File: config.mk
export PLATFORM = sky130hd
export DESIGN_NAME = hazard_ctrl
export DESIGN_NICKNAME = d
export VERILOG_FILES = /design/src/rtl/pipe_pkg.sv /design/src/rtl/sat_counter.sv /design/src/rtl/hazard_ctrl.sv
export SDC_FILE = /design/constraint.sdc
export NUM_CORES = 1
export LEC_CHECK = 0
export ABC_CLOCK_PERIOD_IN_PS = 1900
export CORE_AREA = 2 2 82 84
export CTS_BUF_LIST = sky130_fd_sc_hd__clkbuf_4
export DETAILED_ROUTE_END_ITERATION = 8
export DIE_AREA = 0 0 84 86
export PLACE_DENSITY = 0.68
export SYNTH_ARGS = -nofsm -noshare
export SYNTH_HDL_FRONTEND = slang
export SYNTH_SLANG_ARGS = --single-unit
File: constraint.sdc
create_clock -name clk -period 1.9 [get_ports clk]
set_input_delay 0.475 -clock clk [delete_from_list [all_inputs] [get_ports clk]]
set_output_delay 0.475 -clock clk [all_outputs]
set_load 0.01 [all_outputs]
File: src/rtl/pipe_pkg.sv
// Shared pipeline definitions: register-number width, zero register and
// the hazard controller FSM state encoding.
package pipe_pkg;
  localparam int REG_W = 5;
  localparam logic [REG_W-1:0] ZERO_REG = '0;

  typedef enum logic [1:0] {
    RUN      = 2'd0,
    MEM_WAIT = 2'd1,
    ERROR    = 2'd2
  } state_t;
endpackage

File: src/rtl/sat_counter.sv
// Up-counter that sticks at all-ones; one-cycle update latency, no backpressure.
module sat_counter #(
  parameter int W = 32
) (
  input  logic         clk,
  input  logic         rst,
  input  logic         en_i,
  output logic [W-1:0] cnt_o
);
  logic [W-1:0] cnt_q, cnt_d;

  always_comb begin
    cnt_d = cnt_q;
    if (en_i && (cnt_q != '1)) cnt_d = cnt_q + W'(1);
  end

  always_ff @(posedge clk or negedge rst) begin
    if (!rst) cnt_q <= '0;
    else      cnt_q <= cnt_d;
  end

  assign cnt_o = cnt_q;
endmodule

File: src/rtl/hazard_ctrl.sv
// Pipeline hazard controller: load-use bubbles, branch flushes, memory-wait freeze.
// Stall/clear outputs are combinational on state and inputs; state, error and counter are registered.
module hazard_ctrl
  import pipe_pkg::*;
#(
  parameter int TIMEOUT = 64,
  parameter int CNT_W   = 32
) (
  input  logic             clk,
  input  logic             rst,
  input  logic [REG_W-1:0] id_rs_addr_i,
  input  logic [REG_W-1:0] id_rt_addr_i,
  input  logic             id_rt_used_i,
  input  logic             id_branch_taken_i,
  input  logic [REG_W-1:0] ex_dst_addr_i,
  input  logic             ex_mem_r_i,
  input  logic             ex_wb_reg_en_i,
  input  logic             mem_req_i,
  input  logic             mem_ready_i,
  output logic             pc_stall_o,
  output logic             if_id_stall_o,
  output logic             if_id_clear_o,
  output logic             id_ex_stall_o,
  output logic             id_ex_clear_o,
  output logic             ex_mem_stall_o,
  output logic             mem_wb_clear_o,
  output logic             err_o,
  output logic [CNT_W-1:0] stall_cnt_o
);
  localparam int WC_W = $clog2(TIMEOUT + 1);

  state_t          state_q, state_d;
  logic [WC_W-1:0] wait_cnt_q, wait_cnt_d;
  logic            err_q, err_d;
  logic            frz, lu;

  always_comb begin
    unique case (state_q)
      RUN:      frz = mem_req_i & ~mem_ready_i;
      MEM_WAIT: frz = ~mem_ready_i;
      default:  frz = 1'b1;
    endcase
  end

  assign lu = ex_mem_r_i & ex_wb_reg_en_i & (ex_dst_addr_i != ZERO_REG) &
              ((ex_dst_addr_i == id_rs_addr_i) |
               (id_rt_used_i & (ex_dst_addr_i == id_rt_addr_i)));

  // Outputs are gated by reset so the pipeline sees no stall/clear while held in reset.
  assign pc_stall_o     = rst & (frz | lu);
  assign if_id_stall_o  = rst & (frz | lu);
  assign id_ex_stall_o  = rst & frz;
  assign ex_mem_stall_o = rst & frz;
  assign mem_wb_clear_o = rst & frz;
  assign id_ex_clear_o  = rst & ~frz & lu;
  assign if_id_clear_o  = rst & ~frz & ~lu & id_branch_taken_i;

  always_comb begin
    state_d    = state_q;
    wait_cnt_d = wait_cnt_q;
    err_d      = err_q;
    unique case (state_q)
      RUN: begin
        if (mem_req_i && !mem_ready_i) begin
          state_d    = MEM_WAIT;
          wait_cnt_d = WC_W'(1);
        end
      end
      MEM_WAIT: begin
        if (mem_ready_i) begin
          state_d    = RUN;
          wait_cnt_d = '0;
        end else if (wait_cnt_q == WC_W'(TIMEOUT)) begin
          state_d = ERROR;
          err_d   = 1'b1;
        end else begin
          wait_cnt_d = wait_cnt_q + WC_W'(1);
        end
      end
      ERROR:   state_d = ERROR;
      default: state_d = RUN;
    endcase
  end

  always_ff @(posedge clk or negedge rst) begin
    if (!rst) begin
      state_q    <= RUN;
      wait_cnt_q <= '0;
      err_q      <= 1'b0;
    end else begin
      state_q    <= state_d;
      wait_cnt_q <= wait_cnt_d;
      err_q      <= err_d;
    end
  end

  assign err_o = err_q;

  sat_counter #(.W(CNT_W)) u_stall_cnt (
    .clk   (clk),
    .rst   (rst),
    .en_i  (pc_stall_o),
    .cnt_o (stall_cnt_o)
  );
endmodule
* Word-level counts from Yosys, hierarchy flattened
Cells that the tools add are included.
** Operators by class
- Add/sub/neg operators :: 2
- Eq/ne operators :: 9
- Muxes and demuxes :: 9
- Bitwise gates (word level) :: 16
- Reduce and logical (&&, ||, !) cells :: 9
** Operator list (count)
- 32-bit by 1-bit adder with 32-bit output (second input constant) :: 1
- 32-bit inequality test (second input constant) :: 1
- 7-bit 2-to-1 mux :: 3
- 7-bit case mux with 2 select lines :: 1
- 1-bit AND :: 11
- 5-bit equality test :: 2
- 7-bit by 1-bit adder with 7-bit output (second input constant) :: 1
- 7-bit equality test (second input constant) :: 1
- 2-bit 2-to-1 mux :: 3
- 3-bit inequality test (second input constant) :: 2
- 2-bit case mux with 3 select lines :: 1
- 3-bit AND reduction :: 2
- 5-bit nonzero test :: 1
- 1-bit NOT :: 3
- 2-bit by 1-bit equality test with 1-bit output (second input constant) :: 1
- 2-bit equality test (second input constant) :: 1
- 1-bit logical AND :: 2
- 2-bit logical NOT :: 1
- 2-bit inequality test (second input constant) :: 1
- 1-bit bitwise OR :: 2
- 1-bit case mux with 2 select lines :: 1
- 2-bit AND reduction :: 1
- 2-bit nonzero test :: 1
- 1-bit logical NOT :: 1
** Storage, ports and cells
- Register bits after elaboration :: 42
- Input bits :: 23
- Output and inout bits :: 40
- Logic and storage cells :: 49

* Longest topological paths before layout
Gate-level depths: netlist of run 1.
- Depth after elaboration :: 7
- Depth in mapped cells :: 8
- Gate-level depth less buffers :: 7

* Cells and area by module
A second synthesis of run 1 with hierarchy kept.
** Second synthesis, totals
- Cell total of the unflattened synthesis :: 234
- Area, all modules :: 2398.6 µm²
** Modules (own cells, without submodules)
- sat_counter :: times used 1, cells an instance 151, area each 1624.1 µm², seq. area each 800.8 µm²
- hazard_ctrl :: times used 1, cells an instance 83, area each 774.5 µm², seq. area each 250.2 µm²

* Worst setup path before layout of run 1
Ideal clock, no wire load.
- Kind :: register -> output
- Start point :: register state_q[0]
- End point :: output port pc_stall_o
- Arrival time :: 1.577 ns
- Data required time :: 1.425 ns
- Setup slack :: -0.152 ns
- Cell stages (with the launch flop) :: 9
- Buffers on the path :: 3
- Path through :: dfrtp_1 -> buf_2 -> nor2_1 -> o21a_1 -> nor2b_2 -> a31oi_2 -> buf_2 -> inv_1 -> buf_4
** Between the ends
- Cells in the longest elaborated chain, start to end :: 4
** RTL lines
- from (decl) :: RTL line hazard_ctrl.sv:32 : state_t state_q, state_d;
- from (signal assigned) :: RTL line hazard_ctrl.sv:91 : state_q <= state_d;
- 2-bit by 1-bit equality test with 1-bit output or 2-bit logical NOT (tied branches) :: RTL line hazard_ctrl.sv:38 : unique case (state_q)
- 1-bit case mux with 2 select lines * :: RTL line hazard_ctrl.sv:38
- 1-bit bitwise OR *
- 1-bit AND *
- to (decl) :: RTL line hazard_ctrl.sv:20 : output logic pc_stall_o,
Every way passes the cells marked *; elsewhere a longest branch is shown, timed or not.

* Worst setup path after layout of run 1
- Start point :: input port id_rt_addr_i[0]
- End point :: output port if_id_clear_o
** Between the ends
- Cells in the longest elaborated chain, start to end :: 7
** RTL lines
- from (decl) :: RTL line hazard_ctrl.sv:12 : input logic [REG_W-1:0] id_rt_addr_i,
- 5-bit equality test :: RTL line hazard_ctrl.sv:47 : (id_rt_used_i & (ex_dst_addr_i == id_rt_addr_i)));
- 1-bit AND :: RTL line hazard_ctrl.sv:47
- 1-bit bitwise OR :: RTL line hazard_ctrl.sv:46 : ((ex_dst_addr_i == id_rs_addr_i) |
- 1-bit AND :: RTL line hazard_ctrl.sv:45 : assign lu = ex_mem_r_i & ex_wb_reg_en_i & (ex_dst_addr_i != ZERO_REG) &
- 1-bit NOT :: RTL line hazard_ctrl.sv:56 : assign if_id_clear_o = rst & ~frz & ~lu & id_branch_taken_i;
- 1-bit AND (2 in series) :: RTL line hazard_ctrl.sv:56
- to (decl) :: RTL line hazard_ctrl.sv:22 : output logic if_id_clear_o,
No other way between the ends.

==> summary.md, run 1 <==
| Metric | Value |
|---|---|
| Run status | finished with violations |
| Violated checks | setup timing |
| Fraction of layout cells with a size suffix above 1 | 35.2% |
| Layout Nets | 366 |
| Drc violations | 0 |
| Vias post-DR | 2,153 |
| Static leakage power | 1.61 nW |
| H-Tree Level Count | 2 |
| Maximum VDD drop | 567 uV |
| Category of the worst setup path launch point | input port |
| Cell with the most instances after synthesis | dfrtp_1 |
| Transition time of the tightest slew-check pin | 0.474 ns |
| Clock net sink count | 42 |
| Count of placed standard cells in the final layout, fillers left out | 418 |
| Reg power frac | 42.8% |
| Post-synth top cells | dfrtp_1, xor2_1, nand2_1, nor3_1, nand4_1 |
| NetSw | 0.000860 W |
| Number of violations of the max-capacitance limit | 0 |
| All-Layer GR Usage | 17.1% |
| First-pass iteration count of the detailed router | 4 |
| Vias in the first global route | 2,173 |
| Post-layout power | 0.00273 W |
| Type of destination of the critical path | primary output |
| Clock root cell | clkbuf_4 |
| Switching fraction of total power | 31.6% |
| R2R Path Start | state_q[0]$_DFFE_PN0P_ |
| Data required time at the worst endpoint | 1.42 ns |
| Hold Crit Class | in2async |
| Total routed wirelength | 5810 um |
| Antenna violations before repair | 0 |
| Post-cts hold buffer count | 0 |
| DPL Wire Length | 4200 um |
| Residual antenna-violating net count after detailed routing | 0 |
| Cell-internal power | 0.00187 W |
| Netlist Area Pre-Place | 2440 um^2 |
| Die height | 86 um |
| Count of flip-flops with a built-in enable after synthesis | 0 |
| Arrival time reported for the critical path endpoint | 1.52 ns |
| Buffers on Ports | 62 |
| Final cycle utilization of the critical path | 105% |
| Wire length per cell | 13.9 um |
| Post-route core utilization | 58.6% |
| Overall die area | 7220 um^2 |
| Yosys reg bits | 42 |
| Fraction of synthesis flops using an asynchronous set or reset pin | 100% |
| Iteration-0 DRC count of the detailed router | 105 |
| Fmax | 502 MHz |
| Max Root-Sink Buffers | 2 |
| Average cell area after synthesis | 10.2 um^2 |
| Ant diodes | 0 |
| Routability congestion estimate from global placement | 0.783 |
| Largest fanout of any net on the critical path | 2 |
| Clock share of power | 21.5% |
| Top cells by area in the synthesized netlist | dfrtp_1, xor2_1, xnor2_1 |
| Max Transition Viols Final | 0 |
| Normalized max-slew margin | 68.4% |
| Setup slack of the most critical reg-to-reg path | -0.04 ns |
| Area overhead of the layout relative to synthesis | 50.7% |
| Final setup skew | 0.0148 ns |
| Mean number of vias per cell | 5.15 |
| Number of warning messages in the yosys log | 0 |
| Sequential element share of the synthesized area | 43.1% |
| Clock tree from TritonCTS | done |
| Power per standard cell area | 741 nW/um^2 |
| Minimum clock period after layout | 1.99 ns |
| Launching instance or port of the critical path | id_rt_addr_i[0] |
| Clock latency reported for the late side of the worst-skew pair | 0.35 ns |
| Congestion Overflow GR | 0 |
| Final setup violation count | 9 |
| Hold Fails Final Rpt | 0 |
| First-pass GRT wire length | 10,100 um |
| Worst Slack Setup Final | -0.0925 ns |
| Number of nets in the synthesized netlist | 265 |
| Clock input transition at the sequential cells of the worst setup and hold paths | 0.12 ns |
| Die Wd | 84 um |
| Number of core rows | 29 |
| I/O pins | 63 |
| Power share of the combinational group | 35.8% |
| Cell total after placement | 401 |
| Synth top area share | 43.1% |
| Post-synthesis instance total | 239 |
| Count of cell types in the netlist | 44 |
| Starting density of the core | 38.9% |
| Core Box Area | 6280 um^2 |
| TritonCTS buffer count | 5 |
| Category of the critical setup timing path | in2out |
| Predominant post-synthesis flop cell | dfrtp_1 |
| Setup repair after global routing missed its margin | true |
| Largest net degree at the start of global routing | 32 |
| Leading area contributor after synthesis | dfrtp_1 |
layout make-up:
type,count,area [um^2]
clock buffer,7,52.6
clock inverter,1,30.0
fill,562,2600
inverter,9,33.8
multi-input combinational,178,1470
sequential,42,1060
tap,77,96.3
timing repair buffer,104,936
critical path, stage by stage:
cell             delay [ns]
clkdlybuf4s15_1        0.20
xnor2_1                0.17
nand2_1                0.09
o22ai_2                0.15
nand4_1                0.13
and4_1                 0.16
buf_2                  0.13
placed cells by master, fill, tap and decap left out, types with 4 or more instances in the layout:
cell,instances
buf_2,9
xnor2_1,6
nand2_1,19
nor2_1,11
buf_4,40
clkbuf_4,7
inv_1,8
nand4_1,16
dfrtp_2,5
clkdlybuf4s50_1,28
nand3_1,9
nor3_1,17
dfrtp_1,37
dlymetal6s2s_1,7
nor4_4,8
dlygate4sd2_1,4
xnor2_2,5
xor2_1,33
buf_6,14
what timing repair did:
action | 4_1_cts | 5_1_grt
setup buffers | 5 | 5
endpoints found under the setup margin | 42 | 50
gates cloned | 0 | 0
pin swaps | 22 | 14
resized for setup | 112 | 26
per-layer routing:
layer	track usage, %	vias up	share of wire (%)
met5	0	-	0
met4	5.43	0	2.0
met3	2.98	10	3.6
met2	29.7	43	50
met1	21.9	1049	44
li1	-	1051	-
per-stage QoR:
| step | TNS (ns) | instance area [um^2] | worst slack, ns | hold WS, ns |
|---|---|---|---|---|
| floorplan | -0.0456 | 2480 | -0.0251 | 0.179 |
| global placement | -23.03 | 3380 | -0.860 | 0.471 |
| detailed placement | -24.51 | 3380 | -0.898 | 0.480 |
| CTS | -0.471 | 3530 | -0.104 | 0.108 |
| global route | -3.54 | 3680 | -0.219 | 0.114 |
| finish | -0.581 | 3680 | -0.0925 | 0.117 |
registers in the layout, summed over array words and instances, names as in the netlist:
| name | cells |
|---|---|
| u_stall_cnt.cnt_o | 32 |
| state_q | 2 |
| wait_cnt_q | 7 |
| err_o | 1 |
worst paths after layout:
check | to | depth (start not counted)
max reg2reg | u_stall_cnt.cnt_o[1]$_DFFE_PN0P_ | 7
min reg2reg | u_stall_cnt.cnt_o[31]$_DFFE_PN0P_ | 1
min | u_stall_cnt.cnt_o[22]$_DFFE_PN0P_ | 2
min in group clk | u_stall_cnt.cnt_o[31]$_DFFE_PN0P_ | 1
max | if_id_clear_o | 7
max in group asynchronous | u_stall_cnt.cnt_o[9]$_DFFE_PN0P_ | 3
power by group through the flow:
stage / Sequential (W) / Combinational, W / Clock, W
2_1_floorplan: 0.00125 / 0.000312 / 0
3_3_place_gp: 0.00118 / 0.000891 / 0
3_5_place_dp: 0.00118 / 0.000907 / 0
4_1_cts: 0.00116 / 0.000944 / 0.000608
5_1_grt: 0.00119 / 0.00106 / 0.000641
6_report: 0.00117 / 0.000975 / 0.000586
kinds of logic after synthesis:
family,share of synthesized area [%]
adders and majority gates,1.54
buffers and inverters,4.36
AOI/OAI and AO/OA,4.00
and+or+nand+nor,29.9
muxes,0.615
DFF,43.1
xor gates and xnor gates,16.5
Note: power is estimated with default switching activity, not from simulation.
==> run 2: changes to the inputs <==
--- a/config.mk
+++ b/config.mk
@@ -5,12 +5,12 @@
 export SDC_FILE = /design/constraint.sdc
 export NUM_CORES = 1
 export LEC_CHECK = 0
-export ABC_CLOCK_PERIOD_IN_PS = 1900
+export ABC_CLOCK_PERIOD_IN_PS = 2100
 export CORE_AREA = 2 2 82 84
 export CTS_BUF_LIST = sky130_fd_sc_hd__clkbuf_4
 export DETAILED_ROUTE_END_ITERATION = 8
 export DIE_AREA = 0 0 84 86
-export PLACE_DENSITY = 0.68
+export PLACE_DENSITY = 0.66
 export SYNTH_ARGS = -nofsm -noshare
 export SYNTH_HDL_FRONTEND = slang
 export SYNTH_SLANG_ARGS = --single-unit
==> constraint.sdc (replaced) <==
create_clock -name clk -period 2.1 [get_ports clk]
set_input_delay 0.525 -clock clk [delete_from_list [all_inputs] [get_ports clk]]
set_output_delay 0.525 -clock clk [all_outputs]
set_load 0.01 [all_outputs]
==> run 2 against run 1 <==
Effect of this change: die area did not move; clock skew rose by 0.0077 ns; routed wire length fell by 6.6%; design area fell by 7.1%; largest power group unchanged; highest routed layer unchanged; the flow now finishes without violations; setup slack improved by 0.093 ns; critical endpoint is now if_id_stall_o.
==> summary.md, run 2 (synthesis results as in run 1) <==
| Metric | Value |
|---|---|
| Sequential standard cell area | 1050 um^2 |
| Post-route core utilization | 54.4% |
| DPL Wire Length | 3970 um |
| Antenna violations before repair | 0 |
| TritonCTS buffer count | 5 |
| Data required time at the worst endpoint | 1.57 ns |
| Max Root-Sink Buffers | 2 |
| Final setup violation count | 0 |
| H-Tree Level Count | 2 |
| Type of destination of the critical path | primary output |
| All-Layer GR Usage | 16.0% |
| Number of violations of the max-capacitance limit | 0 |
| Number of flip-flops under the largest register name | 32 |
| Overall die area | 7220 um^2 |
| Largest fanout of any net on the critical path | 2 |
| Area overhead of the layout relative to synthesis | 39.9% |
| Layout Nets | 352 |
| Final cycle utilization of the critical path | 100% |
| Final setup skew | 0.0225 ns |
| Worst slack after detailed placement | -0.841 ns |
| Vias post-DR | 2,048 |
| Clock tree from TritonCTS | done |
| Iteration-0 DRC count of the detailed router | 93 |
| Wire length per cell | 13.4 um |
| Setup repair after global routing missed its margin | true |
| Clock latency reported for the late side of the worst-skew pair | 0.37 ns |
| Most common cell after layout, fill and taps aside | dfrtp_1 |
| Most frequent cells in the layout | dfrtp_1, clkdlybuf4s50_1, xor2_1 |
| Power per standard cell area | 715 nW/um^2 |
| Clock input transition at the sequential cells of the worst setup and hold paths | 0.14 ns |
| Ant diodes | 0 |
| Fraction of layout cells with a size suffix above 1 | 28.4% |
| Fmax | 476 MHz |
| Buffers on Ports | 62 |
| Static leakage power | 1.47 nW |
| Area used by multi-input combinational logic | 1360 um^2 |
| Arrival time reported for the critical path endpoint | 1.57 ns |
| Routability congestion estimate from global placement | 0.802 |
| Die height | 86 um |
| Core Box Area | 6280 um^2 |
| Hold Crit Class | in2async |
| Category of the worst setup path launch point | flop |
| Number of core rows | 29 |
| Residual antenna-violating net count after detailed routing | 0 |
| Vias in the first global route | 1,983 |
| First-pass iteration count of the detailed router | 4 |
| Category of the critical setup timing path | reg2out |
| Congestion Overflow GR | 0 |
| Total non-filler cell area in the finished layout | 3410 um^2 |
| First-pass GRT wire length | 9460 um |
| Minimum clock period after layout | 2.10 ns |
| Normalized max-slew margin | 64.1% |
| Max Transition Viols Final | 0 |
| Total routed wirelength | 5430 um |
| Transition time of the tightest slew-check pin | 0.538 ns |
| Post-cts hold buffer count | 0 |
| Run status | finished clean |
| Mean number of vias per cell | 5.07 |
| Drc violations | 0 |
| I/O pins | 63 |
| Number of fill cells in the layout | 599 |
| Post-layout power | 0.00244 W |
| Accumulated negative setup slack | 0 ns |
| Die Wd | 84 um |
| Clock net sink count | 42 |
| Maximum VDD drop | 583 uV |
| Clock root cell | clkbuf_4 |
| Starting density of the core | 38.9% |
| Standard cell area after detailed placement | 3260 um^2 |
| Worst Slack Setup Final | 0.000489 ns |
| Hold Fails Final Rpt | 0 |
| Largest net degree at the start of global routing | 43 |
-- run 2: changes by cell type in the layout (fill, tap and decap cells not counted), moves of 5 or more --
cell	previous run	this run
buf_4	40	27
clkbuf_2	0	11
buf_6	14	5
clkdlybuf4s50_1	28	36
dlymetal6s2s_1	7	0
dfrtp_1	37	42
dfrtp_2	5	0
-- run 2: metrics by stage --
stage,cells,hold WS (ns)
floorplan,239,0.229
global placement,389,0.475
CTS,401,0.349
global route,404,0.366
detailed placement,389,0.478
finish,404,0.342
-- run 2: worst max-delay path, cell delays in order (launching register included) --
cell     delay, ns
dfrtp_1       0.40
nor2_2        0.10
o21a_1        0.16
nor2b_2       0.05
buf_4         0.13
a31oi_4       0.19
inv_2         0.07
buf_6         0.12
-- run 2: path summary, 6_finish.rpt --
check	start	end	slack, ns	cells after the start
max in group asynchronous	rst	wait_cnt_q[5]$_DFFE_PN0P_	1.37	3
setup reg to reg	u_stall_cnt.cnt_o[0]$_DFFE_PN0P_	u_stall_cnt.cnt_o[29]$_DFFE_PN0P_	0.13	8
setup / recovery	state_q[0]$_DFFE_PN0P_	if_id_stall_o	0.0005	7
hold reg to reg	err_o$_DFFE_PN0P_	err_o$_DFFE_PN0P_	0.50	1
hold / removal	rst	u_stall_cnt.cnt_o[5]$_DFFE_PN0P_	0.34	3
min in group clk	err_o$_DFFE_PN0P_	err_o$_DFFE_PN0P_	0.50	1
-- run 2: layer usage --
layer  share of wire, %  routed length, um  up-vias  GRT usage (%)
met1                 46               2500      972           21.6
met3                4.2                228        6           3.56
met4                1.4                 75        0           4.99
met2                 48               2620       52           25.6
li1                   -                  -     1018              -
met5                  0                  0        -              0
-- run 2: final cells by class --
| cell class | instances | area share, % |
|---|---|---|
| timing repair buffer | 90 | 22.5 |
| inverter | 9 | 0.989 |
| multi-input combinational | 178 | 39.8 |
| sequential | 42 | 30.8 |
| clock buffer | 5 | 1.10 |
| clock inverter | 3 | 2.02 |
| tap | 77 | 2.82 |
-- run 2: timing repair --
item                                    in CTS  in global routing
buffers inserted                             4                  4
pin swaps                                   20                 19
endpoints found under the hold margin        0                  0
resized for setup                           72                 31
endpoints found under the setup margin      31                 16
-- run 2: report_power, final --
group	switching, W	internal (W)	leakage [nW]
sequential	0.000162	0.000925	0.509
clock	0.000277	0.000372	0.0554
combinational	0.000313	0.000390	0.905
total	0.000753	0.00169	1.47
==> run 3: changes to the inputs <==
--- a/config.mk
+++ b/config.mk
@@ -6,11 +6,13 @@
 export NUM_CORES = 1
 export LEC_CHECK = 0
 export ABC_CLOCK_PERIOD_IN_PS = 2100
+export CAP_MARGIN = 10
 export CORE_AREA = 2 2 82 84
 export CTS_BUF_LIST = sky130_fd_sc_hd__clkbuf_4
 export DETAILED_ROUTE_END_ITERATION = 8
 export DIE_AREA = 0 0 84 86
 export PLACE_DENSITY = 0.66
+export SKIP_LAST_GASP = 1
 export SYNTH_ARGS = -nofsm -noshare
 export SYNTH_HDL_FRONTEND = slang
 export SYNTH_SLANG_ARGS = --single-unit
==> run 3 against run 2 <==
Effect of this change: the flow now finishes with violations (setup timing); first-iteration DRC count is 1.1% lower; setup slack got worse by 0.0013 ns; clock skew hardly changed; final cell count did not move; total power is 0.25% lower; critical endpoint is now if_id_clear_o; largest power group unchanged.
==> summary.md, run 3 (synthesis results as in run 1) <==
| Metric | Value |
|---|---|
| First-pass GRT wire length | 9430 um |
| Clock tree from TritonCTS | done |
| Drc violations | 0 |
| Vias post-DR | 2,042 |
| Most frequent cells in the layout | dfrtp_1, clkdlybuf4s50_1, xor2_1 |
| Arrival time reported for the critical path endpoint | 1.58 ns |
| Routability congestion estimate from global placement | 0.802 |
| DPL Wire Length | 3970 um |
| Power per standard cell area | 718 nW/um^2 |
| Hold Fails Final Rpt | 0 |
| Final cycle utilization of the critical path | 100% |
| Hold Crit Class | in2async |
| Cell-internal power | 0.00168 W |
| Max Transition Viols Final | 0 |
| Minimum clock period after layout | 2.10 ns |
| Bufs and invs on worst path | 2 |
| Number of fill cells in the layout | 599 |
| Power share of the combinational group | 28.6% |
| Wire length per cell | 13.4 um |
| Buffers on Ports | 62 |
| Fraction of layout cells with a size suffix above 1 | 27.5% |
| Top delay family on crit path | simple AND/OR/NAND/NOR gates |
| Layout Nets | 352 |
| Clock input transition at the sequential cells of the worst setup and hold paths | 0.14 ns |
| NetSw | 0.000751 W |
| Worst Slack Setup Final | -0.000819 ns |
| Static leakage power | 1.45 nW |
| Area overhead of the layout relative to synthesis | 39.0% |
| H-Tree Level Count | 2 |
| Clock net sink count | 42 |
| Largest net degree at the start of global routing | 43 |
| Die Wd | 84 um |
| R2R Path Start | u_stall_cnt.cnt_o[0]$_DFFE_PN0P_ |
| Maximum cell stage delay along the critical path | 0.21 ns |
| Transition time of the tightest slew-check pin | 0.538 ns |
| Run status | finished with violations |
| Slowest-stage cell, CP | and4_1 |
| Clock latency reported for the late side of the worst-skew pair | 0.37 ns |
| Violated checks | setup timing |
| Clock root cell | clkbuf_4 |
| Vias in the first global route | 1,980 |
| Post-route core utilization | 54.0% |
| Starting density of the core | 38.9% |
| Number of violations of the max-capacitance limit | 0 |
| Normalized max-slew margin | 64.1% |
| Data required time at the worst endpoint | 1.57 ns |
| Die height | 86 um |
| Residual antenna-violating net count after detailed routing | 0 |
| Setup repair after global routing missed its margin | true |
| Logic depth of the worst register-to-register path | 8 |
| Max Root-Sink Buffers | 2 |
| Total non-filler cell area in the finished layout | 3390 um^2 |
| Overall die area | 7220 um^2 |
| Total routed wirelength | 5400 um |
| Antenna violations before repair | 0 |
| Cells traversed along the worst timing path | clkdlybuf4s15_1 > xnor2_1 > nand2_1 > o22ai_2 > nand4_1 > and4_1 > buf_2 |
| Most common cell after layout, fill and taps aside | dfrtp_1 |
| Congestion Overflow GR | 0 |
| Largest fanout of any net on the critical path | 2 |
| First-pass iteration count of the detailed router | 4 |
| Clock share of power | 26.7% |
| Levels on crit path | 7 |
| Iteration-0 DRC count of the detailed router | 92 |
| Type of destination of the critical path | primary output |
| Maximum VDD drop | 583 uV |
| Launching instance or port of the critical path | id_rt_addr_i[0] |
| Number of flip-flops under the largest register name | 32 |
| Final setup skew | 0.0225 ns |
| Mean number of vias per cell | 5.05 |
| Switching fraction of total power | 30.9% |
| Number of core rows | 29 |
| Ant diodes | 0 |
| I/O pins | 63 |
| Reg power frac | 44.7% |
| Category of the worst setup path launch point | input port |
| Final setup violation count | 1 |
| Count of placed standard cells in the final layout, fillers left out | 404 |
| Cell total after placement | 389 |
| Post-layout power | 0.00243 W |
| TritonCTS buffer count | 5 |
| Standard cell area after detailed placement | 3260 um^2 |
| All-Layer GR Usage | 15.9% |
| Fmax | 476 MHz |
| Core Box Area | 6280 um^2 |
| Category of the critical setup timing path | in2out |
| Accumulated negative setup slack | -0.000819 ns |
==> run 3: cell count changes in the layout (fill, tap and decap cells not counted) <==
cell	before	now
buf_2	6	5
buf_4	27	28
buf_6	5	4
buf_8	1	0
clkbuf_2	11	12
clkdlybuf4s15_1	1	2
xnor2_1	6	8
xnor2_2	7	5
==> run 3: metrics by stage <==
step | worst slack, ns | hold slack (ns)
final | -0.000819 | 0.344
after global routing | -0.105 | 0.366
after CTS | -0.0542 | 0.349
after detailed placement | -0.841 | 0.478
after global placement | -0.791 | 0.475
after floorplan | 0.0197 | 0.229
==> run 3: power groups by stage <==
stage | combinational (W) | sequential (W) | clock, W
global route | 0.000769 | 0.00111 | 0.000714
detailed placement | 0.000685 | 0.00110 | 0
finish | 0.000697 | 0.00109 | 0.000650
floorplan | 0.000263 | 0.00113 | 0
CTS | 0.000685 | 0.00109 | 0.000675
global placement | 0.000676 | 0.00110 | 0
==> run 3: routing by layer <==
layer	GRT usage, %	wire length [um]
met5	0	0
met4	4.99	75
met3	3.56	228
met2	25.5	2600
met1	21.6	2500
==> run 3: timing repair <==
item / CTS / global route
gates cloned: 0 / 0
endpoints found under the setup margin: 31 / 16
hold buffers: 0 / 0
pin swaps: 20 / 20
setup buffers: 4 / 4
resized for setup: 68 / 27
==> run 3: path summary, 6_finish.rpt <==
check | to | slack (ns)
min in group clk | err_o$_DFFE_PN0P_ | 0.50
max | if_id_clear_o | -0.0008
min reg2reg | err_o$_DFFE_PN0P_ | 0.50
min | u_stall_cnt.cnt_o[5]$_DFFE_PN0P_ | 0.34
max reg2reg | u_stall_cnt.cnt_o[29]$_DFFE_PN0P_ | 0.13
max in group asynchronous | wait_cnt_q[5]$_DFFE_PN0P_ | 1.37
==> run 3: cell type report <==
type	count	area [um^2]	share of cell area [%]
clock buffers	5	37.5	1.11
clock inverters	3	68.8	2.03
inverters	9	33.8	0.996
multi-input cells	178	1350	39.7
flip-flops and latches	42	1050	31.0
well taps	77	96.3	2.84
repair buffers	90	758	22.4
==> run 3: worst min-delay path, stage by stage <==
cell	delay (ns)
buf_2	0.10
buf_4	0.11
buf_4	0.44
